File: config.mk
export PLATFORM = sky130hd
export DESIGN_NAME = seq_addsub_n
export DESIGN_NICKNAME = d
export VERILOG_FILES = /design/src/rtl/seq_addsub_pkg.sv /design/src/rtl/seq_addsub_n_chunk_adder.sv /design/src/rtl/seq_addsub_n.sv
export SDC_FILE = /design/constraint.sdc
export NUM_CORES = 1
export LEC_CHECK = 0
export ABC_AREA = 1
export BUFFER_PORTS_ARGS = -buffer_cell sky130_fd_sc_hd__buf_2
export CORE_MARGIN = 2
export CORE_UTILIZATION = 48
export DETAILED_ROUTE_END_ITERATION = 8
export HOLD_SLACK_MARGIN = 0.08
export PLACE_DENSITY_LB_ADDON = 0.12
export SKIP_CTS_REPAIR_TIMING = 1
export SYNTH_ARGS = -nofsm -noshare
export SYNTH_HDL_FRONTEND = slang
export SYNTH_SLANG_ARGS = --single-unit
File: constraint.sdc
create_clock -name clk -period 2.16 [get_ports clk]
set_clock_uncertainty 0.05 [all_clocks]
set_input_delay 0.216 -clock clk [delete_from_list [all_inputs] [get_ports clk]]
set_output_delay 0.216 -clock clk [all_outputs]
set_load 0.005 [all_outputs]
File: src/rtl/seq_addsub_pkg.sv
// Shared types and helpers for the chunked sequential adder/subtractor.
package seq_addsub_pkg;

    typedef enum logic [1:0] {
        IDLE = 2'd0,
        RUN  = 2'd1,
        DONE = 2'd2
    } state_t;

    // Chunk counter width; never zero even when a single chunk covers the word.
    function automatic int cnt_width(input int nch);
        return (nch > 1) ? $clog2(nch) : 1;
    endfunction

endpackage

File: src/rtl/seq_addsub_n_chunk_adder.sv
// Combinational CHUNK-bit ripple adder, time-shared by seq_addsub_n across chunks.
module chunk_adder #(
    parameter int CHUNK = 2
) (
    input  logic [CHUNK-1:0] x,
    input  logic [CHUNK-1:0] y,
    input  logic             cin,
    output logic [CHUNK-1:0] sum,
    output logic             cout,
    output logic             c_msb
);

    logic [CHUNK:0] c;

    assign c[0] = cin;

    generate
        for (genvar gi = 0; gi < CHUNK; gi++) begin : g_bit
            assign sum[gi]  = x[gi] ^ y[gi] ^ c[gi];
            assign c[gi+1]  = (x[gi] & y[gi]) | (c[gi] & (x[gi] ^ y[gi]));
        end
    endgenerate

    assign cout  = c[CHUNK];
    // Carry into the top bit; paired with cout to detect signed overflow.
    assign c_msb = c[CHUNK-1];

endmodule

File: src/rtl/seq_addsub_n.sv
// Multi-cycle adder/subtractor: one operand pair per transaction, CHUNK bits per clock, LSB first.
module seq_addsub_n
    import seq_addsub_pkg::*;
#(
    parameter int WIDTH = 8,
    parameter int CHUNK = 2
) (
    input  logic             clk,
    input  logic             rst,
    input  logic             in_valid,
    output logic             in_ready,
    input  logic [WIDTH-1:0] a,
    input  logic [WIDTH-1:0] b,
    input  logic             ci,
    input  logic             sub,
    output logic             out_valid,
    input  logic             out_ready,
    output logic [WIDTH-1:0] s,
    output logic             co,
    output logic             of,
    output logic             busy
);

    localparam int NCH = WIDTH / CHUNK;
    localparam int KW  = cnt_width(NCH);
    localparam logic [KW-1:0] K_LAST = KW'(NCH - 1);

    generate
        if (WIDTH < 2 || CHUNK < 1 || (WIDTH % CHUNK) != 0) begin : g_bad_params
            $error("seq_addsub_n: WIDTH must be >= 2 and a multiple of CHUNK");
        end
    endgenerate

    state_t            state_reg;
    logic [KW-1:0]     k_reg;
    logic              carry_reg;
    logic [WIDTH-1:0]  a_reg;
    logic [WIDTH-1:0]  b_reg;
    logic [CHUNK-1:0]  s_chunk_reg [NCH];
    logic              co_reg;
    logic              of_reg;

    logic [CHUNK-1:0]  a_chunk [NCH];
    logic [CHUNK-1:0]  b_chunk [NCH];
    logic [CHUNK-1:0]  sum_w;
    logic              cout_w;
    logic              c_msb_w;

    generate
        for (genvar gi = 0; gi < NCH; gi++) begin : g_chunk
            assign a_chunk[gi]             = a_reg[gi*CHUNK +: CHUNK];
            assign b_chunk[gi]             = b_reg[gi*CHUNK +: CHUNK];
            assign s[gi*CHUNK +: CHUNK]    = s_chunk_reg[gi];
        end
    endgenerate

    chunk_adder #(
        .CHUNK (CHUNK)
    ) u_chunk_adder (
        .x     (a_chunk[k_reg]),
        .y     (b_chunk[k_reg]),
        .cin   (carry_reg),
        .sum   (sum_w),
        .cout  (cout_w),
        .c_msb (c_msb_w)
    );

    always_ff @(posedge clk or posedge rst) begin
        if (rst) begin
            state_reg <= IDLE;
            k_reg     <= '0;
            carry_reg <= 1'b0;
            a_reg     <= '0;
            b_reg     <= '0;
            co_reg    <= 1'b0;
            of_reg    <= 1'b0;
            for (int i = 0; i < NCH; i++) begin
                s_chunk_reg[i] <= '0;
            end
        end else begin
            case (state_reg)
                IDLE: begin
                    if (in_valid) begin
                        // Subtraction folds into addition: a + ~b + ~borrow.
                        a_reg     <= a;
                        b_reg     <= sub ? ~b : b;
                        carry_reg <= sub ^ ci;
                        k_reg     <= '0;
                        state_reg <= RUN;
                    end
                end
                RUN: begin
                    s_chunk_reg[k_reg] <= sum_w;
                    carry_reg          <= cout_w;
                    if (k_reg == K_LAST) begin
                        co_reg    <= cout_w;
                        of_reg    <= cout_w ^ c_msb_w;
                        k_reg     <= '0;
                        state_reg <= DONE;
                    end else begin
                        k_reg <= k_reg + 1'b1;
                    end
                end
                DONE: begin
                    if (out_ready) begin
                        state_reg <= IDLE;
                    end
                end
                default: state_reg <= IDLE;
            endcase
        end
    end

    assign in_ready  = (state_reg == IDLE);
    assign out_valid = (state_reg == DONE);
    assign busy      = (state_reg == RUN) || (state_reg == DONE);
    assign co        = co_reg;
    assign of        = of_reg;

endmodule
# --- Word level (Yosys, flattened, before mapping) ---
# Cells that the tools add are included.
# W data, S select, Z words.
totals:
  elab_cells: 61
  out_inout_bits: 13
  in_bits: 22
  regBits: 31
classes:
  bitwise_logic: 14
  n_addsub: 1
  n_eq_ne: 6
  mux: 19
  n_reduce_logical: 8
  order_cmp: 2
op_table:
  columns: ["cell", "count"]
  rows:
  - ["$mux W2", 10]
  - ["$bmux W2 S2", 2]
  - ["$bwmux W8", 1]
  - ["$mux W8", 1]
  - ["$not A8 Y8", 1]
  - ["$pmux W2 S3", 1]
  - ["$reduce_and A2 Y1", 3]
  - ["$xor A1 B1 Y1", 6]
  - ["$and A1 B1 Y1", 4]
  - ["$demux W2 S2", 1]
  - ["$eq A2 B2 Y1 const B", 2]
  - ["$ne A2 B2 Y1 const B", 2]
  - ["$pmux W2 S2", 1]
  - ["$ge A3 B3 Y1 const B", 1]
  - ["$lt A3 B1 Y1 const B", 1]
  - ["$not A2 Y3", 1]
  - ["$reduce_and A3 Y1", 1]
  - ["$add A2 B1 Y2 const B", 1]
  - ["$eq A2 B1 Y1 const B", 1]
  - ["$logic_not A2 Y1", 1]
  - ["$ne A2 B1 Y1 const B", 1]
  - ["$or A1 B1 Y1", 2]
  - ["$pmux W1 S2", 1]
  - ["$reduce_bool A2 Y1", 1]
  - ["3 further kinds", 3]

# --- Longest topological paths before layout ---
# Gate-level depths: netlist of run 1.
depth:
  ltp_word: 10
  mapped_depth: 13
  mapped_depth_nobuf: 11

# --- Modules after synthesis ---
# A second synthesis of run 1 with hierarchy kept.
unflattened:
  cells_unflattened: 186
  hier_area_um2: 1616.6
modules_own_cells:
  columns: ["module", "n_inst", "area_each_um2", "seq_area_each_um2", "cells_each"]
  rows:
  - ["seq_addsub_n", 1, 1576.5, 775.7, 184]
  - ["chunk_adder", 1, 40.0, 0.0, 2]

# --- Worst setup path after synthesis of run 1 ---
# No wires, ideal clock.
synth_path:
  kind: "register -> register"
  startpoint: "reg k_reg[0]"
  endpoint: "reg carry_reg"
  slack_ns: 0.005
  path_buffers: 2
  stages_incl_launch_ff: 14
  arrival_time_ns: 2.040
  required_ns: 2.045
  setup_time_ns: 0.065
  synth_period_minus_slack_ns: 2.155
  cell_sequence: "dfrtp_1 buf_4 inv_1 buf_6 nand2_1 nand3_1 nand2_1 fa_1 fa_1 nand2_1 inv_1 nor2_2 nand2_1 nand2_1"
synth_between:
  elab_chain_cells: 10
  elab_cells_between_ends: 16
  classes_between: "7 x mux; 9 x bitwise"
synth_lines:
  columns: ["item", "line", "rtl"]
  rows:
  - ["start, declared", "seq_addsub_n.sv:35", "logic [KW-1:0] k_reg;"]
  - ["start signal, assigned", "seq_addsub_n.sv:101", "k_reg <= k_reg + 1'b1;"]
  - ["$not A2 Y3 (not written as such) (*)", "seq_addsub_n.sv:60, seq_addsub_n.sv:61", null]
  - ["$bmux W2 S2 (on tied branches)", "seq_addsub_n.sv:60, seq_addsub_n.sv:61", null]
  - ["$mux W2 (on tied branches) (2 in series)", "seq_addsub_n.sv:60, seq_addsub_n.sv:61", null]
  - ["$xor A1 B1 Y1", "seq_addsub_n_chunk_adder.sv:20", "assign c[gi+1] = (x[gi] & y[gi]) | (c[gi] & (x[gi] ^ y[gi]));"]
  - ["$and A1 B1 Y1", "seq_addsub_n_chunk_adder.sv:20", null]
  - ["$or A1 B1 Y1", "seq_addsub_n_chunk_adder.sv:20", null]
  - ["$and A1 B1 Y1", "seq_addsub_n_chunk_adder.sv:20", null]
  - ["$or A1 B1 Y1 (*)", "seq_addsub_n_chunk_adder.sv:20", null]
  - ["$pmux W1 S2 (*)", "seq_addsub_n.sv:81", "case (state_reg)"]
  - ["end signal, assigned", "seq_addsub_n.sv:87", "carry_reg <= sub ^ ci;"]
  - ["end signal, assigned", "seq_addsub_n.sv:94", "carry_reg <= cout_w;"]
  - ["end, declared", "seq_addsub_n.sv:36", "logic carry_reg;"]
# Mark *: on every way between the ends. The rest lies on a longest branch, timed or not. The select of a mux whose other input is x is not followed.
# A chain may end at the register's enable or synchronous reset.

# --- Worst setup path in the final report of run 1 ---
layout_path:
  startpoint: "reg k_reg[0]"
  endpoint: "reg s_chunk_reg, in the netlist s[1]"
layout_between:
  elab_chain_cells: 9
  elab_cells_between_ends: 19
  classes_between: "2 x order compare; 9 x mux; 7 x bitwise; 1 x reduce/logical"
layout_lines:
  columns: ["item", "line", "rtl"]
  rows:
  - ["$not A2 Y3 (not written as such) (*)", "seq_addsub_n.sv:60, seq_addsub_n.sv:61, seq_addsub_n.sv:93", null]
  - ["$bmux W2 S2 (on tied branches)", "seq_addsub_n.sv:60, seq_addsub_n.sv:61", null]
  - ["$mux W2 (on tied branches) (2 in series)", "seq_addsub_n.sv:60, seq_addsub_n.sv:61", null]
  - ["$xor A1 B1 Y1", "seq_addsub_n_chunk_adder.sv:20", null]
  - ["$and A1 B1 Y1", "seq_addsub_n_chunk_adder.sv:20", null]
  - ["$or A1 B1 Y1", "seq_addsub_n_chunk_adder.sv:20", null]
  - ["$xor A1 B1 Y1", "seq_addsub_n_chunk_adder.sv:19", "assign sum[gi] = x[gi] ^ y[gi] ^ c[gi];"]
  - ["$bwmux W8 (*)", "seq_addsub_n.sv:93", "s_chunk_reg[k_reg] <= sum_w;"]
  - ["end signal, assigned by index", "seq_addsub_n.sv:93", null]
  - ["end, declared", "seq_addsub_n.sv:39", "logic [CHUNK-1:0] s_chunk_reg [NCH];"]
# Marked as above.

==> summary by stage, run 1 <==
Yosys
The cell area that synthesis handed to floorplanning was 0.00163 sq mm. The number of nets in the synthesized netlist is around 220. After synthesis the netlist holds a flip-flop and latch count of 31. The xor/xnor share of the synthesized area is slightly below 5%. The synthesized netlist contains 17 unique library cells.

The number of warnings issued by yosys is 0. The post-synthesis compound-gate area fraction is under 10%. A synthesized cell averages 8.58 sq um.

Of the total synthesized cell area, the portion taken by AND, OR, NAND and NOR gates is between 20% and 30%. The portion of the post-synthesis area used by sequential elements is between 40% and 50%. The post-synthesis instance total is 190. The adder-cell area share of the yosys netlist is between 8 and 9%. The multiplexer area fraction after synthesis is 0%.

By area, the combinational part of the netlist is dominated by simple AND/OR/NAND/NOR gates.

Clock tree
The CTS buffer count is 5. The buffer levels on the longest clock path is 2. The cell sitting at the root of the clock tree is a clkbuf_4. The H-tree was split into 2 levels.

For the worst-skew pair, the clock arrives at the later sink with an insertion delay of about 0.34 ns. TritonCTS built the clock tree. The clock-pin slew on the worst setup and hold paths is ~0.09 ns. The clock sink count is 31.

Setup path
Walking the worst path, the cells encountered are buf_4 > nand2_1 > nand3_1 > nand2_1 > fa_1 > fa_2 > o21ai_0. At the worst endpoint, the required time is about 2.3 ns. The cell family contributing the most delay on the critical path is adder cells. The worst flop-to-flop path endpoint is s[1]$_DFFE_PP0P_.

The critical path's largest stage delay is between 0.5 and 0.6 ns. The launch point of the worst reg-to-reg path is k_reg[0]$_DFFE_PP0P_. STA classifies the critical path endpoint as a register. By instance count, the cell type seen most on the critical path is nand2_1.

Together, buffers and inverters on the worst path number 1. The type of the setup path with the least slack is register to register. The internal reg-to-reg setup slack is around 0.12 ns. The maximum fanout along the worst path is 10. For the worst setup path, the data arrival time is 2.21 ns. STA classifies the critical path startpoint as a register. For the worst flop-to-flop path, the logic depth is 7. The highest-delay cell along the critical path is fa_2.

Layout
The post-route netlist has a little under a quarter of its cells at a drive strength greater than 1. The final layout net count is 270. The filler cell count in the final layout is 313. The post-layout utilization of the core is about three fifths. The number of antenna repair diodes is 0. The sequential standard cell area is around 780 sq um. The post-synthesis to final-layout area growth is 22.0%.

The most common cell after layout, fill and taps aside is nand2_1. Leaving out fill and tap cells, the most frequent cells in the layout are nand2_1, buf_2, dfrtp_1. The multi-input combinational cells in the finished layout cover a total of ~730 sq um. The final cell count without fillers is roughly 290.

Routing
The overall via count from detail_route is approximately 1400. After detailed routing, the number of remaining DRC violations is 0. In the final routed layout, each cell accounts on average for about 11 microns.

The count of nets left with antenna violations once routing finished came out at 0. The final layout contains routed wiring with a total length of 3.20 mm. In the routed layout, each cell is associated on average with a via count of 4.80. The first-pass detailed-route iteration total is 4. In this run, the number of DRC markers left after iteration 0 of detailed routing was 48.

Run
The total of max-cap violations is 0.

Place
The routability congestion estimate is ~0.86. Detailed placement finished with a half-perimeter wire length of approximately 2.4 mm. During placement, the flow inserted port buffers numbering 34. OpenSTA, run right after detailed placement, puts the worst setup slack at ~0.085 ns.

The post-placement cell count is between 200 and 300.

Floorplan
35 I/O pins were placed. The die is approximately 62 microns wide. The vertical die dimension is slightly above 60 microns. The floorplan has 21 rows. The area of the placeable core is between 0.003 and 0.004 sq mm. The floorplan step defined a die boundary enclosing just under 0.004 sq mm.

The effective utilization at floorplan is about half.

Global route
The via count of the first global-routing pass is 1256. Entering global routing, the biggest net connects 32 pins. After global routing the overflow that remains totals 0. The global routing usage on met1 is between 20% and 30%.

The global-route met2 utilization is 29.3%. For this run, global-route usage on met3 was measured as ~7.1%. The first global-routing pass estimated approximately 5.4 mm of wire. The combined global-route utilization of all metal layers is between 10% and 20%. The global routing stage identified its most utilized layer as met2.

The number of antenna violations at the first check in global routing is 0.

STA
After layout, the worst path uses about 94% of the clock period. The number of setup violations in the final report is 0. After layout, the worst setup slack is roughly 0.12 ns. Setup repair after global routing left no endpoint under its margin. The post-layout minimum cycle time is 2.04 ns. Based on the critical path, the design can be clocked at up to just under 500 MHz. The transition time at the pin with the least slew margin is about 0.65 ns.

The relative max-transition margin is between 50% and 60%. The total negative setup slack is 0 ns. The final-report max-slew violation count is 0. The final-report hold violation count is 0.

Hold path
The worst hold path class is input pin to register. Counting instances, the worst hold path has a depth of 3. In this run the most critical hold path is launched from a[3]. The worst hold path terminates at a_reg[3]$_DFFE_PP0P_.

Power and ir drop
Overall power consumption after layout is estimated at 2.79 mW. The worst-case IR drop observed on VDD is ~580 uV. The analysis attributes to cell leakage a power of between 1 and 1.5 nW. The total power density per cell area is between 1000 and 1500 mW/mm^2.

Status
The run finished with clean final reports.
-- logic make-up after synthesis --
group | Yosys count
simple gates | 97
flops | 31
compound gates | 20
xor+xnor | 9
fa+ha+maj | 10
buf+inv | 23
-- layer usage --
layer / vias to the layer above / part of all wire (%) / wire length, microns
met2: 38 / 50 / 1610
met1: 625 / 43 / 1380
met3: 4 / 5.2 / 167
met4: 0 / 1.4 / 46
li1: 702 / - / -
met5: - / 0 / 0
-- worst reg2reg max path: stages (launching register included) --
cell and delay [ns]:
dfrtp_1 0.37, buf_4 0.18, nand2_1 0.07, nand3_1 0.07, nand2_1 0.08, fa_1 0.45
fa_2 0.57, o21ai_0 0.09
-- Yosys cell counts --
cell     instances  area [sq um]
buf_2            1          5.00
inv_2            2          7.51
dfrtp_1         31           776
nand2_1         72           270
nand3_1         19          95.1
xnor2_1          9          78.8
o21ai_2          1          8.76
inv_1           13          48.8
fa_1             2          40.0
ha_1             8           100
o21ai_0         14          70.1
nand4_1          3          18.8
buf_4            3          22.5
buf_6            4          45.0
nand2_2          2          12.5
o21ai_1          5          25.0
nor2_2           1          6.26
-- report_power, final --
group,switching [mW],total [mW],internal [mW]
Clock,0.197,0.388,0.191
Sequential,0.164,1.01,0.848
Combinational,0.786,1.39,0.601
-- metrics by stage --
step	hold WS (ns)	instance area (sq um)
5_1_grt	0.0802	1990
4_1_cts	-0.105	1910
3_3_place_gp	0.253	1840
2_1_floorplan	0.270	1630
6_report	0.0581	1990
3_5_place_dp	0.266	1840
-- cell type report --
type,count,area share (%)
clock buffer,8,3.46
multi-input combinational,136,36.6
timing repair buffer,49,15.2
sequential,31,39.0
tap,46,2.89
inverter,15,2.83
-- worst max path at each step --
stage,from,cells past startpoint,end
after floorplan,k_reg[0]$_DFFE_PP0P_,13,carry_reg$_DFFE_PP0P_
after global placement,k_reg[0]$_DFFE_PP0P_,11,carry_reg$_DFFE_PP0P_
after detailed placement,k_reg[0]$_DFFE_PP0P_,8,of$_DFFE_PP0P_
after CTS,k_reg[0]$_DFFE_PP0P_,11,carry_reg$_DFFE_PP0P_
after global routing,k_reg[0]$_DFFE_PP0P_,7,s[5]$_DFFE_PP0P_
final,k_reg[0]$_DFFE_PP0P_,7,s[1]$_DFFE_PP0P_
Power figures use the tool's default switching activity.
==> run 2: changes to the inputs <==
- SYNTH_HIERARCHICAL: default -> 1
==> run 2 against run 1 <==
  * Non-clock buffer count decreased by 5
  * Count of clock-buffer cells in the layout decreased by 2
  * Largest power group unchanged
  * Register-to-register slack got worse by 0.05 ns
  * Die area decreased by 0.80%
  * Largest cell class unchanged
  * Via count decreased by 3.1%
==> summary by stage, run 2 <==
Hold path
In this run the worst hold path is classified as input pin to register. In this run the most critical hold path is launched from a[1].

Setup path
The category of the worst setup path launch point is a register. The critical path is of the register to register type. The maximum fanout along the worst path is 6. Walking the worst path, the cells encountered are nor2_1 > nor2_1 > o21ai_1 > o21ai_1 > fa_2 > fa_2 > inv_1 > o21ai_1. For the worst setup path, the data required time is between 2 and 2.5 ns.

The slowest stage of the critical path is the fa_2 cell. On the worst path, the slowest cell contributes a delay of about 0.53 ns. The arrival time of the worst setup path is around 2.3 ns.

Broken down by cell family, the worst path's largest delay share belongs to adder cells. The kind of capture point of the worst setup path is a register. The most common cell type on the critical path is o21ai_1.

The most critical setup path has its startpoint at k_reg[0]$_DFFE_PP0P_. Together, buffers and inverters on the worst path number 1. The startpoint identified for the worst register-to-register timing path is k_reg[0]$_DFFE_PP0P_.

Yosys
The most frequently used cell type in the post-synthesis netlist is nand2_1. For this run, the number of Yosys warnings is 6. The portion of the post-synthesis area used by sequential elements is 48.0%. The top cell type by area accounts for between 40% and 50% of the synthesized area.

Sorting the synthesized cells by area gives the leading types as dfrtp_1, nand2_1, ha_1. In the synthesized netlist the dominant register cell turns out to be dfrtp_1. The synthesized design spends more area on one cell type than any other, namely dfrtp_1.

When the netlist entered floorplanning its net count stood at between 200 and 250. The post-synthesis instance total is between 150 and 200. Dividing the synthesized area by the synthesized cell count gives between 8 and 9 sq um. The number of distinct standard cells referenced by the synthesized netlist is 19.

Counting instances in the post-synthesis netlist gives the leading cell types as nand2_1, dfrtp_1, o21ai_0, inv_1, nor2_1. The post-synthesis register bit count is 31. Counting flops with an async set or reset pin after synthesis yields a share of 100%. The cell area that synthesis handed to floorplanning was 0.00162 sq mm.

The number of enable flip-flop cells after synthesis is 0.

Floorplan
The effective utilization at floorplan is between 40% and 50%. The floorplan step set the die height to just over 60 microns. The count of pins on the block boundary is 35.

The die covers just under 0.004 sq mm. The cell row count is 21. The area of the placeable core is approximately 0.0033 sq mm. The die is about 62 microns wide.

Layout
The filler cells instantiated in the layout total around 320. In the layout the commonest cells are nand2_1, buf_2, dfrtp_1. Compared with the post-synthesis result, the final layout area differs by 21.1%. The number of antenna repair diodes is 0. The post-route standard cell area excluding fillers is 0.00196 sq mm. After the flow finishes, the layout carries non-filler instances totaling 277. The share of cells above drive strength 1 is between 20% and 30%. At the end of the flow the core is filled with cells to 59.6%. The most common cell after layout, fill and taps aside is nand2_1. The final layout net count is about 260.

Place
Once placement finished, the instance area stood at 0.00183 sq mm. The post-DP HPWL is about 2.4 mm. The post-placement cell count is 265. The count of buffers added on input and output ports is 34. The congestion estimate from routability-driven global placement came to 0.803.

STA
The number of setup violations in the final report is 0. The relative max-transition margin is between 70% and 80%. The final-report max-slew violation count came to 0. Of the available clock period, the critical path in the final layout requires 96.6%. The transition time at the pin with the least slew margin is 0.438 ns. The final-report hold violation count is 0. The post-layout minimum cycle time is 2.09 ns.

Setup repair after global routing could not meet its margin everywhere. For this run, the top clock speed supported by timing is 479 MHz. In the final timing run, aggregate negative setup slack is 0 ns.

Power and ir drop
Across the VDD grid, the largest voltage drop is between 700 and 800 uV. In this run the static leakage power is around 1.0 nW. Dividing total power by cell area gives a power density of about 1500 mW/mm^2.

The overall power consumption is slightly below 3 mW.

Global route
Global routing finished with a remaining overflow of 0. Global routing used 19.4% of the available tracks. The first global-routing pass estimated between 5 and 6 mm of wire. The number of antenna violations at the first check in global routing is 0. The largest net degree at the start of global routing is 32. The via count of the first global-routing pass is 1267.

Routing
In this run the remaining antenna-violating nets after routing total 0. The routed layout has between 1000 and 1500 vias. After the first detailed-routing iteration, the DRC count stood at 34. The first TritonRoute pass finished after 4 iterations. In the routed layout, each cell is associated on average with a via count of between 4 and 5. Wires add up to approximately 3.1 mm. The number of DRC violations after detailed routing is 0. After detailed routing, the average wire length per cell comes to 11.3 microns.

Clock tree
The worst-skew pair later-pin latency is roughly 0.32 ns. The clock-pin slew on the worst setup and hold paths is 0.10 ns. The root buffer cell chosen for the clock tree is clkbuf_4.

The number of H-tree levels is 2. The clock sink count is 31. Counting the buffers created by CTS gives 5. The clock passes through at most 2 buffers. TritonCTS built the clock tree.

Run
Across the run, the number of max-cap violations was 0.

Status
The flow ran to the end, and the final reports show no timing, DRC or antenna violations.
-- run 2: worst paths after layout --
check / endpoint / slack (ns) / cells past startpoint
setup / recovery: s[5]$_DFFE_PP0P_ / 0.07 / 8
hold / removal: a_reg[1]$_DFFE_PP0P_ / 0.08 / 3
setup reg to reg: s[5]$_DFFE_PP0P_ / 0.07 / 8
hold reg to reg: co$_DFFE_PP0P_ / 0.43 / 2
max in group asynchronous: k_reg[0]$_DFFE_PP0P_ / 1.31 / 4
min in group asynchronous: a_reg[2]$_DFFE_PP0P_ / 0.46 / 4
-- run 2: per-layer routing --
layer | vias to the layer above | GRT usage, % | part of all wire, %
li1 | 683 | - | -
met5 | - | 0 | 0
met1 | 607 | 23.9 | 45
met3 | 5 | 5.80 | 4.7
met2 | 31 | 32.9 | 49
met4 | 0 | 5.78 | 0.86
-- run 2: layout make-up --
type	count	area (sq um)	share of cell area (%)
Timing Repair Buffer	44	250	12.8
Sequential cell	31	777	39.7
Tap cell	46	57.6	2.94
Clock inverter	2	35.0	1.79
Multi-Input combinational cell	131	721	36.8
Clock buffer	6	51.3	2.62
Inverter	17	66.3	3.39
-- run 2: worst register-to-register path: cells and delay by family (launching register included) --
family / cells / cell delay (ns)
flip-flops: 1 / 0.46
buffers and inverters: 1 / 0.07
AND/OR/NAND/NOR: 2 / 0.18
AO/OA/AOI/OAI: 3 / 0.31
adder cells (fa/ha/maj): 2 / 0.95
-- run 2: cell families (layout without fill, tap and decap cells) --
group	after synthesis	in the layout	synth area share (%)
and+or+nand+nor	81	81	20.8
AOI/OAI and AO/OA	31	31	9.91
xor gates and xnor gates	9	9	4.88
adders and majority gates	10	10	8.67
buffers and inverters	24	69	7.74
DFF	31	31	48.0
-- run 2: where the power goes --
part | switching [mW] | internal, mW | total, mW
Combinational | 0.830 | 0.605 | 1.43
Sequential | 0.158 | 0.846 | 1.00
Clock | 0.195 | 0.273 | 0.468
-- run 2: per-stage QoR --
| stage | hold WS, ns | worst slack [ns] |
|---|---|---|
| 5_1_grt | 0.0810 | -0.0519 |
| 2_1_floorplan | 0.269 | 0.0382 |
| 3_3_place_gp | 0.259 | 0.0716 |
| 6_report | 0.0769 | 0.0728 |
| 4_1_cts | -0.0861 | -0.0347 |
| 3_5_place_dp | 0.263 | -0.0103 |
==> run 3: changes to the inputs <==
- CELL_PAD_IN_SITES_DETAIL_PLACEMENT: default -> 0
- CELL_PAD_IN_SITES_GLOBAL_PLACEMENT: default -> 2
- CORE_UTILIZATION: 48 -> 28
==> run 3 against run 2 <==
  * Worst hold slack better by 0.038 ns
  * Die area up 66%
  * Clock power down 7.7%
  * Sequential share of layout area down 0.53 points
  * Combinational power up 3%
  * Global-route usage down 7.4 points
  * Register-to-register slack worse by 0.02 ns
  * Cell count up 9.0%
  * Critical path depth down 1
  * Cell area up 1.3%
  * Via count down 2.7%
  * Maximum frequency down 0.72%
  * Largest cell class unchanged
  * Highest routed layer unchanged
==> summary by stage, run 3 (synthesized netlist as in run 2, its figures left out) <==
Routing
The average routed wire per standard cell is between 10 and 15 microns. Summed over all layers, the routed wires come to around 3.5 mm. The violation count after the first detailed-routing iteration is 37. The overall via count from detail_route is approximately 1300.

Using the TritonRoute via totals, the vias-per-cell ratio works out to 4.27. In this run the remaining antenna-violating nets after routing total 0. For this run, the detailed router's first-pass iteration total came to 4.

After detailed routing, the number of remaining DRC violations is 0.

Floorplan
In this run the core area contains 27 standard-cell rows. Once the floorplan was initialized, standard cells occupied roughly 29% of the core. The count of pins on the block boundary is 35. The vertical die dimension is approximately 80 microns. In this run the horizontal extent of the chip is approximately 80 microns. The floorplan step defined a core boundary enclosing 0.00554 sq mm.

The die footprint is 0.00640 sq mm.

Power and ir drop
The worst voltage drop across the vdd grid is between 400 and 500 uV. The total power density per cell area is between 1000 and 1500 mW/mm^2. The cell internal power dissipation is between 1.5 and 2 mW. The net load switching power is 1.25 mW. Per report_power, the clock group accounts for between 10% and 20% of the total.

The switching power as a share of total power is between 40% and 50%. Combinational logic burns 50.5% of the power. The share of total power dissipated in sequential elements is between 30% and 40%. The analysis attributes to cell leakage a power of 1.03 nW.

Layout
After the last flow step, the layout net total stands at 261. Leaving out fill and tap cells, the most frequent cell in the layout is nand2_1. The number of antenna repair diodes is 0. The post-route standard cell area excluding fillers is about 0.002 sq mm. The final cell count without fillers is between 300 and 400. The post-layout utilization of the core is 35.8%. The layout has between 600 and 700 filler cells. Cells with a size suffix above 1 make up around a quarter of the layout.

The library cells used most frequently in the layout, excluding fill and tap cells, are nand2_1, buf_2, dfrtp_1. Relative to the synthesized area, the layout overhead comes to 22.8%.

Setup path
The worst register-to-register path begins at k_reg[0]$_DFFE_PP0P_. The type of the setup path with the least slack is register to register. The kind of capture point of the worst setup path is a register.

The critical path required time is 2.32 ns. For the worst setup path, the data arrival time is roughly 2.3 ns. The slowest stage of the critical path is the fa_2 cell.

The critical path's largest stage delay is ~0.54 ns. The critical path starts at k_reg[0]$_DFFE_PP0P_. In this run the worst path has a maximum fanout of 7.

The signal on the critical path passes through buf_4 > nor2_1 > o21ai_1 > fa_2 > fa_2 > inv_2 > o21ai_1. STA classifies the critical path startpoint as a register.

STA
The relative max-transition margin is ~69%. In the final timing run, aggregate negative setup slack is 0 ns. The post-route clock period utilization is just under 100%. The routed design could run at a clock period as short as 2.10 ns.

Setup violations remaining at the end of the flow were counted as 0. Setup repair after global routing left no endpoint under its margin. The final-report hold violation count is 0. The upper clock frequency limit is ~480 MHz. Setup slack closes at roughly 0.058 ns. The transition time at the pin with the least slew margin is 0.465 ns. The final-report max-slew violation count is 0.

Status
The flow ran to the end, and the final reports show no timing, DRC or antenna violations.

Clock tree
The CTS buffer count is 5. In this run the clock root is driven by a clkbuf_8. After clock tree synthesis, the clock-pin slew on the worst setup and hold paths is roughly 0.070 ns. The clock sink count is 31. The buffer levels on the longest clock path is 2.

The H-tree was split into 2 levels. The clock reaches the later pin of the worst-skew pair after between 0.2 and 0.3 ns. TritonCTS built the clock tree.

Place
The count of buffers added on input and output ports is 34. The HPWL after detailed placement is roughly 2.7 mm. The pre-CTS worst setup slack is -0.0164 ns.

The routability congestion estimate is between 0.7 and 0.8. After detailed placement, the design holds a cell count of 292. The total cell area at the placement stage is about 0.0019 sq mm.

Hold path
The worst hold path class is input pin to register. The hold path startpoint is a[7].

Global route
The number of antenna violations at the first check in global routing is 0. The remaining global-route overflow is 0. The combined global-route utilization of all metal layers is ~12%. Entering global routing, the biggest net connects 27 pins.

The via count of the first global-routing pass is 1245. The first global-routing pass estimated roughly 5.9 mm of wire.

Run
The tool flagged a number of max-cap violations equal to 0.
[run 3: worst paths after layout]
check                                       end  slack, ns  cells past startpoint
max                            s[3]$_DFFE_PP0P_       0.06                      7
min                        a_reg[7]$_DFFE_PP0P_       0.11                      3
max reg2reg                    s[3]$_DFFE_PP0P_       0.06                      7
min reg2reg                      co$_DFFE_PP0P_       0.42                      2
max in group asynchronous  k_reg[0]$_DFFE_PP0P_       0.98                      4
min in group asynchronous      s[4]$_DFFE_PP0P_       0.41                      3
[run 3: critical path, delay by kind of cell (launching register included)]
family / cells / cell delay (ns)
adders and majority gates: 2 / 0.96
DFF: 1 / 0.47
AOI/OAI and AO/OA: 2 / 0.23
buffers and inverters: 2 / 0.22
and+or+nand+nor: 1 / 0.10
[run 3: area by class of cell]
type	count	area [sq um]	share of cell area [%]
Sequential cell	31	777	39.2
Multi-Input combinational cell	131	727	36.6
Timing Repair Buffer	43	240	12.1
Tap cell	72	90.1	4.54
Clock buffer	5	68.8	3.47
Inverter	17	66.3	3.34
Clock inverter	3	15.0	0.757
[run 3: per-stage QoR]
| stage | hold slack [ns] | power, mW |
|---|---|---|
| 5_1_grt | 0.122 | 3.23 |
| 3_5_place_dp | 0.182 | 2.44 |
| 6_report | 0.115 | 2.93 |
| 3_3_place_gp | 0.163 | 2.40 |
| 2_1_floorplan | 0.269 | 1.95 |
| 4_1_cts | -0.126 | 2.89 |
[run 3: layer usage]
| metal | GRT usage (%) | routed length (microns) |
|---|---|---|
| met5 | 0 | 0 |
| met4 | 4.58 | 54 |
| met3 | 3.51 | 153 |
| met2 | 19.1 | 1650 |
| met1 | 15.5 | 1640 |
[run 3: power by group through the flow]
| stage | combinational, mW | clock [mW] | sequential (mW) |
|---|---|---|---|
| after floorplan | 0.959 | 0 | 0.994 |
| after global placement | 1.38 | 0 | 1.02 |
| after detailed placement | 1.41 | 0 | 1.02 |
| after CTS | 1.42 | 0.457 | 1.02 |
| after global routing | 1.69 | 0.487 | 1.05 |
| final | 1.48 | 0.432 | 1.02 |
